--- src/rtl/des_pkg.sv ---
// Shared definitions for the DES byte framer and its neighbours.
package des_pkg;

    // Bit 63 of a block corresponds to DES bit 1 (DES numbers bits MSB-first).
    localparam int DES_BLOCK_W     = 64;
    localparam int BYTE_W          = 8;
    localparam int BYTES_PER_BLOCK = 8;

    typedef enum logic [1:0] {
        FILL  = 2'd0,
        WAIT  = 2'd1,
        DRAIN = 2'd2
    } framer_state_t;

endpackage

--- src/rtl/des_byte_framer_if.sv ---
// Byte-stream bundle around the framer: plaintext bytes in, ciphertext bytes out.
// master = the surrounding system (source of plaintext, sink of ciphertext);
// slave  = the framer itself.
interface des_byte_framer_if;
    import des_pkg::*;

    logic [BYTE_W-1:0] in_data;
    logic              in_valid;
    logic              in_ready;
    logic [BYTE_W-1:0] out_data;
    logic              out_valid;
    logic              out_ready;
    logic              out_last;

    modport master (
        output in_data, in_valid, out_ready,
        input  in_ready, out_data, out_valid, out_last
    );

    modport slave (
        input  in_data, in_valid, out_ready,
        output in_ready, out_data, out_valid, out_last
    );

endinterface

--- src/rtl/des_byte_framer.sv ---
// Packs 8 plaintext bytes into a block for the DES core, waits CORE_LAT
// cycles for the core to settle, captures the ciphertext and serialises it
// back out as 8 bytes. Optional CBC chaining against the previous ciphertext
// or a loaded IV. Single-block buffer: filling and draining never overlap.
module des_byte_framer
    import des_pkg::*;
#(
    parameter int CORE_LAT = 1  // legal range 1..15
) (
    input  logic                   clk,
    input  logic                   rst_n,
    des_byte_framer_if.slave       bus,
    input  logic                   cbc_en,
    input  logic                   iv_load,
    input  logic [DES_BLOCK_W-1:0] iv,
    output logic [DES_BLOCK_W-1:0] core_pt,
    input  logic [DES_BLOCK_W-1:0] core_ct,
    output logic                   busy
);

    localparam logic [3:0] WAIT_INIT = 4'(CORE_LAT);
    localparam logic [2:0] LAST_IDX  = 3'(BYTES_PER_BLOCK - 1);
    localparam int         PACK_W    = DES_BLOCK_W - BYTE_W;

    framer_state_t          state_q, state_d;
    logic [2:0]             byte_cnt_q;
    logic [3:0]             wait_cnt_q;
    // Only the first seven bytes need storing; the eighth comes straight
    // from in_data on the edge that completes the block.
    logic [PACK_W-1:0]      pack_reg;
    logic [DES_BLOCK_W-1:0] ct_shift;
    logic [DES_BLOCK_W-1:0] chain;

    logic                   in_fire;
    logic                   out_fire;
    logic                   byte_last;
    logic [DES_BLOCK_W-1:0] packed_blk;

    assign in_fire    = bus.in_valid && bus.in_ready;
    assign out_fire   = bus.out_valid && bus.out_ready;
    assign byte_last  = (byte_cnt_q == LAST_IDX);
    assign packed_blk = {pack_reg, bus.in_data};

    assign bus.out_data = ct_shift[DES_BLOCK_W-1 -: BYTE_W];
    assign busy         = (state_q != FILL) || (byte_cnt_q != '0);

    // State register.
    always_ff @(posedge clk or negedge rst_n) begin
        // NOTE: clocked state uses non-blocking assignments so every register
        // samples pre-edge values regardless of block ordering.
        if (!rst_n) state_q <= FILL;
        else        state_q <= state_d;
    end

    // Next-state and handshake outputs.
    always_comb begin
        // NOTE: every output gets a default first so no path leaves one
        // unassigned, which would infer a latch.
        state_d       = state_q;
        bus.in_ready  = 1'b0;
        bus.out_valid = 1'b0;
        bus.out_last  = 1'b0;
        unique case (state_q)
            FILL: begin
                bus.in_ready = 1'b1;
                if (in_fire && byte_last) state_d = WAIT;
            end
            WAIT: begin
                if (wait_cnt_q == 4'd1) state_d = DRAIN;
            end
            DRAIN: begin
                bus.out_valid = 1'b1;
                bus.out_last  = byte_last;
                if (out_fire && byte_last) state_d = FILL;
            end
            default: state_d = FILL;
        endcase
    end

    // Datapath: byte packing, core handoff, ciphertext capture/shift, chaining.
    always_ff @(posedge clk or negedge rst_n) begin
        if (!rst_n) begin
            byte_cnt_q <= '0;
            wait_cnt_q <= '0;
            pack_reg   <= '0;
            core_pt    <= '0;
            ct_shift   <= '0;
            chain      <= '0;
        end else begin
            unique case (state_q)
                FILL: begin
                    // IV only lands between blocks; it applies to the block
                    // whose first byte may arrive on this same edge.
                    if (iv_load && byte_cnt_q == '0) chain <= iv;
                    if (in_fire) begin
                        if (byte_last) begin
                            core_pt    <= packed_blk ^ (cbc_en ? chain : '0);
                            wait_cnt_q <= WAIT_INIT;
                            byte_cnt_q <= '0;
                        end else begin
                            pack_reg   <= packed_blk[PACK_W-1:0];
                            byte_cnt_q <= byte_cnt_q + 3'd1;
                        end
                    end
                end
                WAIT: begin
                    wait_cnt_q <= wait_cnt_q - 4'd1;
                    // Chain tracks the ciphertext in ECB mode too, so CBC
                    // can be switched on at any block boundary.
                    if (wait_cnt_q == 4'd1) begin
                        ct_shift <= core_ct;
                        chain    <= core_ct;
                    end
                end
                DRAIN: begin
                    if (out_fire) begin
                        ct_shift   <= {ct_shift[DES_BLOCK_W-BYTE_W-1:0], {BYTE_W{1'b0}}};
                        byte_cnt_q <= byte_last ? '0 : byte_cnt_q + 3'd1;
                    end
                end
                default: ;
            endcase
        end
    end

endmodule
--- src/flat_wrapper.sv ---
// flat-port wrapper written by rule: the top's interface ports become plain ports
module des_byte_framer_flat import des_pkg::*;
#(
    parameter int CORE_LAT = 1                      
)
  (clk, rst_n, cbc_en, iv_load, iv, core_pt, core_ct, busy, bus_in_data, bus_in_valid, bus_out_ready, bus_in_ready, bus_out_data, bus_out_valid, bus_out_last);
  des_byte_framer_if bus_i ();
  input  logic clk;
  input  logic rst_n;
  input  logic cbc_en;
  input  logic iv_load;
  input  logic [DES_BLOCK_W-1:0] iv;
  output logic [DES_BLOCK_W-1:0] core_pt;
  input  logic [DES_BLOCK_W-1:0] core_ct;
  output logic busy;
  input wire logic [$bits(bus_i.in_data)-1:0] bus_in_data;
  input wire logic [$bits(bus_i.in_valid)-1:0] bus_in_valid;
  input wire logic [$bits(bus_i.out_ready)-1:0] bus_out_ready;
  output wire logic [$bits(bus_i.in_ready)-1:0] bus_in_ready;
  output wire logic [$bits(bus_i.out_data)-1:0] bus_out_data;
  output wire logic [$bits(bus_i.out_valid)-1:0] bus_out_valid;
  output wire logic [$bits(bus_i.out_last)-1:0] bus_out_last;
  assign bus_i.in_data = bus_in_data;
  assign bus_i.in_valid = bus_in_valid;
  assign bus_i.out_ready = bus_out_ready;
  assign bus_in_ready = bus_i.in_ready;
  assign bus_out_data = bus_i.out_data;
  assign bus_out_valid = bus_i.out_valid;
  assign bus_out_last = bus_i.out_last;
  des_byte_framer #(.CORE_LAT(CORE_LAT)) u_core (.clk(clk), .rst_n(rst_n), .bus(bus_i), .cbc_en(cbc_en), .iv_load(iv_load), .iv(iv), .core_pt(core_pt), .core_ct(core_ct), .busy(busy));
endmodule
--- config.mk ---
export PLATFORM = sky130hd
export DESIGN_NAME = des_byte_framer_flat
export DESIGN_NICKNAME = d
export VERILOG_FILES = /design/src/rtl/des_pkg.sv /design/src/rtl/des_byte_framer_if.sv /design/src/rtl/des_byte_framer.sv /design/src/flat_wrapper.sv
export SDC_FILE = /design/constraint.sdc
export NUM_CORES = 1
export LEC_CHECK = 0
export BUFFER_PORTS_ARGS = -buffer_cell sky130_fd_sc_hd__buf_2
export CORE_UTILIZATION = 30
export CTS_BUF_LIST = sky130_fd_sc_hd__clkbuf_4
export DETAILED_ROUTE_END_ITERATION = 8
export SKIP_CTS_REPAIR_TIMING = 1
export SYNTH_ARGS = -nofsm -noshare
export SYNTH_HDL_FRONTEND = slang
export SYNTH_SLANG_ARGS = --single-unit
--- constraint.sdc ---
create_clock -name clk -period 2.2 [get_ports clk]
set_input_delay 0 -clock clk [delete_from_list [all_inputs] [get_ports clk]]
set_output_delay 0 -clock clk [all_outputs]
set_load 0.02 [all_outputs]
Word level (Yosys, flattened, before mapping)
Index checks and enable logic that the tools add are counted.

word-level totals
  bits in registers = 257
  input port bits = 142
  output and inout bits = 76

cells by class
  add/subtract/negate cells = 2
  eq/ne operators = 11
  multiplexer cells = 20
  bitwise gates (word level) = 2
  reduce and logical (&&, ||, !) cells = 20

operators by type and width
  operator               count
  $mux W64               4
  $pmux W64 S2           2
  $xor A64 B64 Y64       1
  $reduce_and A3 Y1      7
  $ne A2 B1 Y1 const B   7
  $mux W3                3
  $mux W4                2
  $pmux W4 S2            1
  $reduce_bool A2 Y1     4
  $mux W2                3
  $pmux W2 S3            1
  $pmux W3 S2            1
  $logic_and A1 B1 Y1    5
  $eq A4 B1 Y1 const B   1
  $sub A4 B1 Y4 const B  1
  $add A3 B1 Y3 const B  1
  $eq A3 B3 Y1 const B   1
  $logic_not A3 Y1       1
  $mux W1                3
  $reduce_bool A3 Y1     1
  $eq A2 B1 Y1 const B   1
  $eq A2 B2 Y1 const B   1
  $logic_not A2 Y1       1
  $logic_or A1 B1 Y1     1
  $not A1 Y1             1

Longest topological paths before layout
  depth in word-level cells = 6
  gate-level depth with buffers = 7
  gate-level depth less buffers = 5

Worst setup path after synthesis
Ideal clock, no wire load.

  path type = register to register
  start point = register u_core.byte_cnt_q[0]
  end point = register u_core.pack_reg[15]
  library setup time = 0.125 ns
  arrival time = 1.733 ns
  slack = 0.342 ns
  cell stages (with the launch flop) = 7
  path buffers = 2
  period minus slack after synthesis = 1.858 ns
  cells stage by stage = dfrtp_1 ha_1 ha_1 nor4b_2 buf_4 buf_6 mux2_2

on the way
  word-level cells in the longest chain between the ends = 3

RTL lines
  item                                RTL line                RTL
  from (decl)                         des_byte_framer.sv:26   logic [2:0] byte_cnt_q;
  from (signal assigned)              des_byte_framer.sv:102  byte_cnt_q <= byte_cnt_q + 3'd1;
  from (signal assigned)              des_byte_framer.sv:118  byte_cnt_q <= byte_last ? '0 : byte_cnt_q + 3'd1;
  $eq A3 B3 Y1                        des_byte_framer.sv:41   assign byte_last = (byte_cnt_q == LAST_IDX);
  $not A1 Y1 (no source line)         --
  $reduce_and A3 Y1 (no source line)  --
  to (signal assigned)                des_byte_framer.sv:101  pack_reg <= packed_blk[PACK_W-1:0];
  to (decl)                           des_byte_framer.sv:30   logic [PACK_W-1:0] pack_reg;

No other way between the ends.
A chain may end at the register's enable or synchronous reset.

Final worst setup path
  start point = register u_core.byte_cnt_q[0]
  end point = register u_core.pack_reg[31]

The elaborated chain is that of the path after synthesis.

==> results by group <==
Logic synthesis
  – Post-synth cell types: 31
  – Synthesized netlist net count: 1,077
  – Commonest register cell after synthesis: sky130_fd_sc_hd__dfrtp_1
  – Syn avg cell area: 13.2 µm²
  – Number of enable-type register cells in the synthesized netlist: 0
  – Number of standard cells after synthesis: 929
  – Number of warnings printed during yosys synthesis: 0
  – Portion of synthesized cell area occupied by the leading cell type: 52.5%
  – Sequential-to-total area share from yosys stat: 52.5%
  – Post-Synthesis Cell Area: 12,300 µm²
  – Ranking of synthesized cells by area: sky130_fd_sc_hd__dfrtp_1 (52%), sky130_fd_sc_hd__mux2_2 (21%), sky130_fd_sc_hd__mux2_4 (7.3%)
  – Most area-hungry cell type in the Yosys netlist: sky130_fd_sc_hd__dfrtp_1
  – Fraction of registers with async set/reset: 100%
  – Flop and latch count out of synthesis: 257

Worst setup path
  – Worst R2R Start: u_core.byte_cnt_q[0]
  – CP cell instances: ha_1 > ha_1 > nor4b_4 > buf_12 > mux2_2
  – Startpoint-to-endpoint class of the critical path: flop to flop
  – Worst path max stage delay: 0.40 ns
  – Kind of cell adding the most delay to the critical path: adder cells
  – Maximum fanout along the worst path: 56
  – Required time of the critical path: 2.78 ns
  – Most prevalent standard cell on the critical path: sky130_fd_sc_hd__ha_1
  – Startpoint class of the critical path: flop
  – Worst setup startpoint: u_core.byte_cnt_q[0]
  – Arrival time reported for the critical path endpoint: 2.65 ns
  – Critical-path top delay cell: sky130_fd_sc_hd__dfrtp_1
  – Buffer and inverter count on the worst path: 1
  – Element type at the critical path end: flop

Route
  – Detail Route Antenna Nets: 0
  – Total DRC errors in the routed layout: 0
  – Detail-routed net length per standard cell: 18.5 µm
  – Final routed wirelength across all metal layers: 35,200 µm
  – Number of vias after detailed routing: 8,638
  – Violation count after the first detailed-routing iteration: 459
  – First-pass iteration count of the detailed router: 5
  – Post-detailed-route via-to-cell ratio: 4.55

Power
  – Maximum vdd drop: 0.000432 V
  – Leakage component of the power: 7.25 nW
  – Total power per unit cell area: 1410 nW/µm²
  – Portion of total power attributed to combinational logic: 41.8%
  – Sw Share: 36.1%
  – Power share of the sequential group: 39.1%
  – Post-layout total power: 22.9 mW
  – P_int: 14.7 mW
  – Clock network fraction of design power: 19.2%
  – Power spent charging and discharging nets: 8.29 mW

GRT
  – Number of global-route vias before repair: 8,390
  – Maximum number of pins on one net before global-route repair: 75
  – First-pass GRT wire length: 49,500 µm
  – GRT Overall Usage: 16.0%
  – Initial antenna violation count: 5
  – Aggregate global routing overflow: 0

Outcome
  – Outcome: finished clean

Clocking
  – Clock Root Buffer: sky130_fd_sc_hd__clkbuf_4
  – Clock tree from TritonCTS: done
  – Clock sink total: 257
  – Number of clock buffers inserted by TritonCTS: 73
  – Number of H-tree levels: 3
  – Max Root-Sink Buffers: 3
  – Source-to-sink clock delay at the later pin of the worst-skew pair: 0.73 ns
  – Clock slew at the register clock pins of the worst setup and hold paths: 0.06 ns

STA
  – Final Critical Period: 2.07 ns
  – Number of hold-slack violations in the final timing report: 0
  – Peak clock frequency supported by timing: 484 MHz
  – Worst-case headroom to the max-slew limit: 60.2%
  – Hold Worst Slack: 0.0913 ns
  – Least-Margin Pin Slew: 0.597 ns
  – Minimum setup slack in the final design: 0.133 ns
  – Setup TNS after final layout: 0 ns
  – Post-route clock period utilization: 94.0%
  – Total setup violations reported at the end of the flow: 0
  – Final Slew Violations: 0
  – Layout Skew: 0.0298 ns

Final layout
  – Synth-to-layout area growth: 32.8%
  – Biggest regs: u_core.chain x64, u_core.core_pt x64, u_core.ct_shift x64
  – Most common library cell in the layout ignoring fill and taps: sky130_fd_sc_hd__dfrtp_1
  – Leading cell types in the layout, fill and taps excluded: sky130_fd_sc_hd__dfrtp_1 (256), sky130_fd_sc_hd__mux2_2 (229), sky130_fd_sc_hd__buf_2 (216)
  – Nets@finish: 1,464
  – Proportion of layout cells with a drive suffix above 1: 47.9%
  – Final cell area excluding filler cells: 16,300 µm²
  – Core occupancy in the finished layout: 40.7%
  – Post-route insts no fill: 1,899

Min path
  – Hold Path Class: input pin to flop
  – Critical hold path startpoint: bus_in_data[3]

Floorplanning
  – Core footprint: 40,000 µm²
  – Die height: 204 µm
  – Die width: 204 µm
  – Die Outline Area: 41,700 µm²
  – Top-level port count: 218
  – Starting utilization of the core area: 30.6%
  – Number of placement rows: 73

Place
  – Detailed Place HPWL: 23,300 µm
  – Buffers added on ports: 217
  – Dpl cells: 1,625
  – Pre-CTS setup slack: 0.152 ns
  – Cell Area, Placed: 13,900 µm²
  – Placer's final routability congestion estimate: 0.865

Flow run
  – Max-Cap Viols: 0
==> routing by layer <==
layer / GRT usage (%) / vias up / share of wire (%)
met5: 0 / - / 0
met4: 6.90 / 0 / 3.8
met3: 4.29 / 117 / 5.5
met2: 25.7 / 284 / 48
met1: 20.0 / 4191 / 43
li1: - / 4046 / -
==> power by group through the flow <==
stage	sequential [mW]	clock, mW	combinational (mW)
final	8.97	4.40	9.59
after global routing	9.28	4.84	10.4
after CTS	8.99	4.56	9.51
after detailed placement	9.07	0	9.46
after global placement	9.01	0	9.29
after floorplan	9.08	0	6.66
==> worst register-to-register path, stage by stage, from the launching register on <==
cell and delay (ns):
sky130_fd_sc_hd__dfrtp_1 0.40, sky130_fd_sc_hd__ha_1 0.24, sky130_fd_sc_hd__ha_1 0.26, sky130_fd_sc_hd__nor4b_4 0.28
sky130_fd_sc_hd__buf_12 0.34, sky130_fd_sc_hd__mux2_2 0.41
==> final cells by class <==
cell class / instances / area [µm²]
antenna: 6 / 15.0
clock buffer: 113 / 848
clock inverter: 14 / 56.3
fill: 3834 / 23700
inverter: 4 / 15.0
multi-input combinational: 602 / 5410
sequential: 257 / 6430
tap: 525 / 657
timing repair buffer: 378 / 2850
==> synth_stat cells, types with 2 or more instances <==
library cell,instances
sky130_fd_sc_hd__a21oi_1,66
sky130_fd_sc_hd__a22o_1,3
sky130_fd_sc_hd__a32o_1,9
sky130_fd_sc_hd__buf_2,26
sky130_fd_sc_hd__buf_4,12
sky130_fd_sc_hd__buf_6,18
sky130_fd_sc_hd__clkbuf_1,10
sky130_fd_sc_hd__dfrtp_1,257
sky130_fd_sc_hd__ha_1,6
sky130_fd_sc_hd__inv_1,4
sky130_fd_sc_hd__mux2_1,10
sky130_fd_sc_hd__mux2_2,229
sky130_fd_sc_hd__mux2_4,60
sky130_fd_sc_hd__mux2i_1,2
sky130_fd_sc_hd__nand2_1,68
sky130_fd_sc_hd__nand2b_1,4
sky130_fd_sc_hd__nor2_1,66
sky130_fd_sc_hd__nor2b_1,2
sky130_fd_sc_hd__o2bb2ai_1,2
sky130_fd_sc_hd__xor2_1,64
==> logic make-up (layout without fill, tap and decap cells) <==
| kind of cell | after synthesis | count (layout) | share of synthesized area (%) |
|---|---|---|---|
| AOI/OAI and AO/OA | 83 | 83 | 4.01 |
| and+or+nand+nor | 148 | 148 | 5.00 |
| other | 0 | 6 | 0 |
| DFF | 257 | 257 | 52.5 |
| muxes | 301 | 301 | 29.5 |
| buffers and inverters | 70 | 509 | 3.88 |
| adders and majority gates | 6 | 6 | 0.612 |
| xor gates and xnor gates | 64 | 64 | 4.57 |
==> path summary, 6_finish.rpt <==
path / to / slack, ns / cells past startpoint
hold / removal: u_core.pack_reg[3] / 0.09 / 3
min in group asynchronous: u_core.chain[0] / 0.39 / 3
hold reg to reg: u_core.ct_shift[21] / 0.49 / 1
setup reg to reg: u_core.pack_reg[31] / 0.13 / 5
setup / recovery: u_core.pack_reg[31] / 0.13 / 5
max in group asynchronous: u_core.chain[16] / 1.01 / 4
Power figures use the tool's default switching activity.
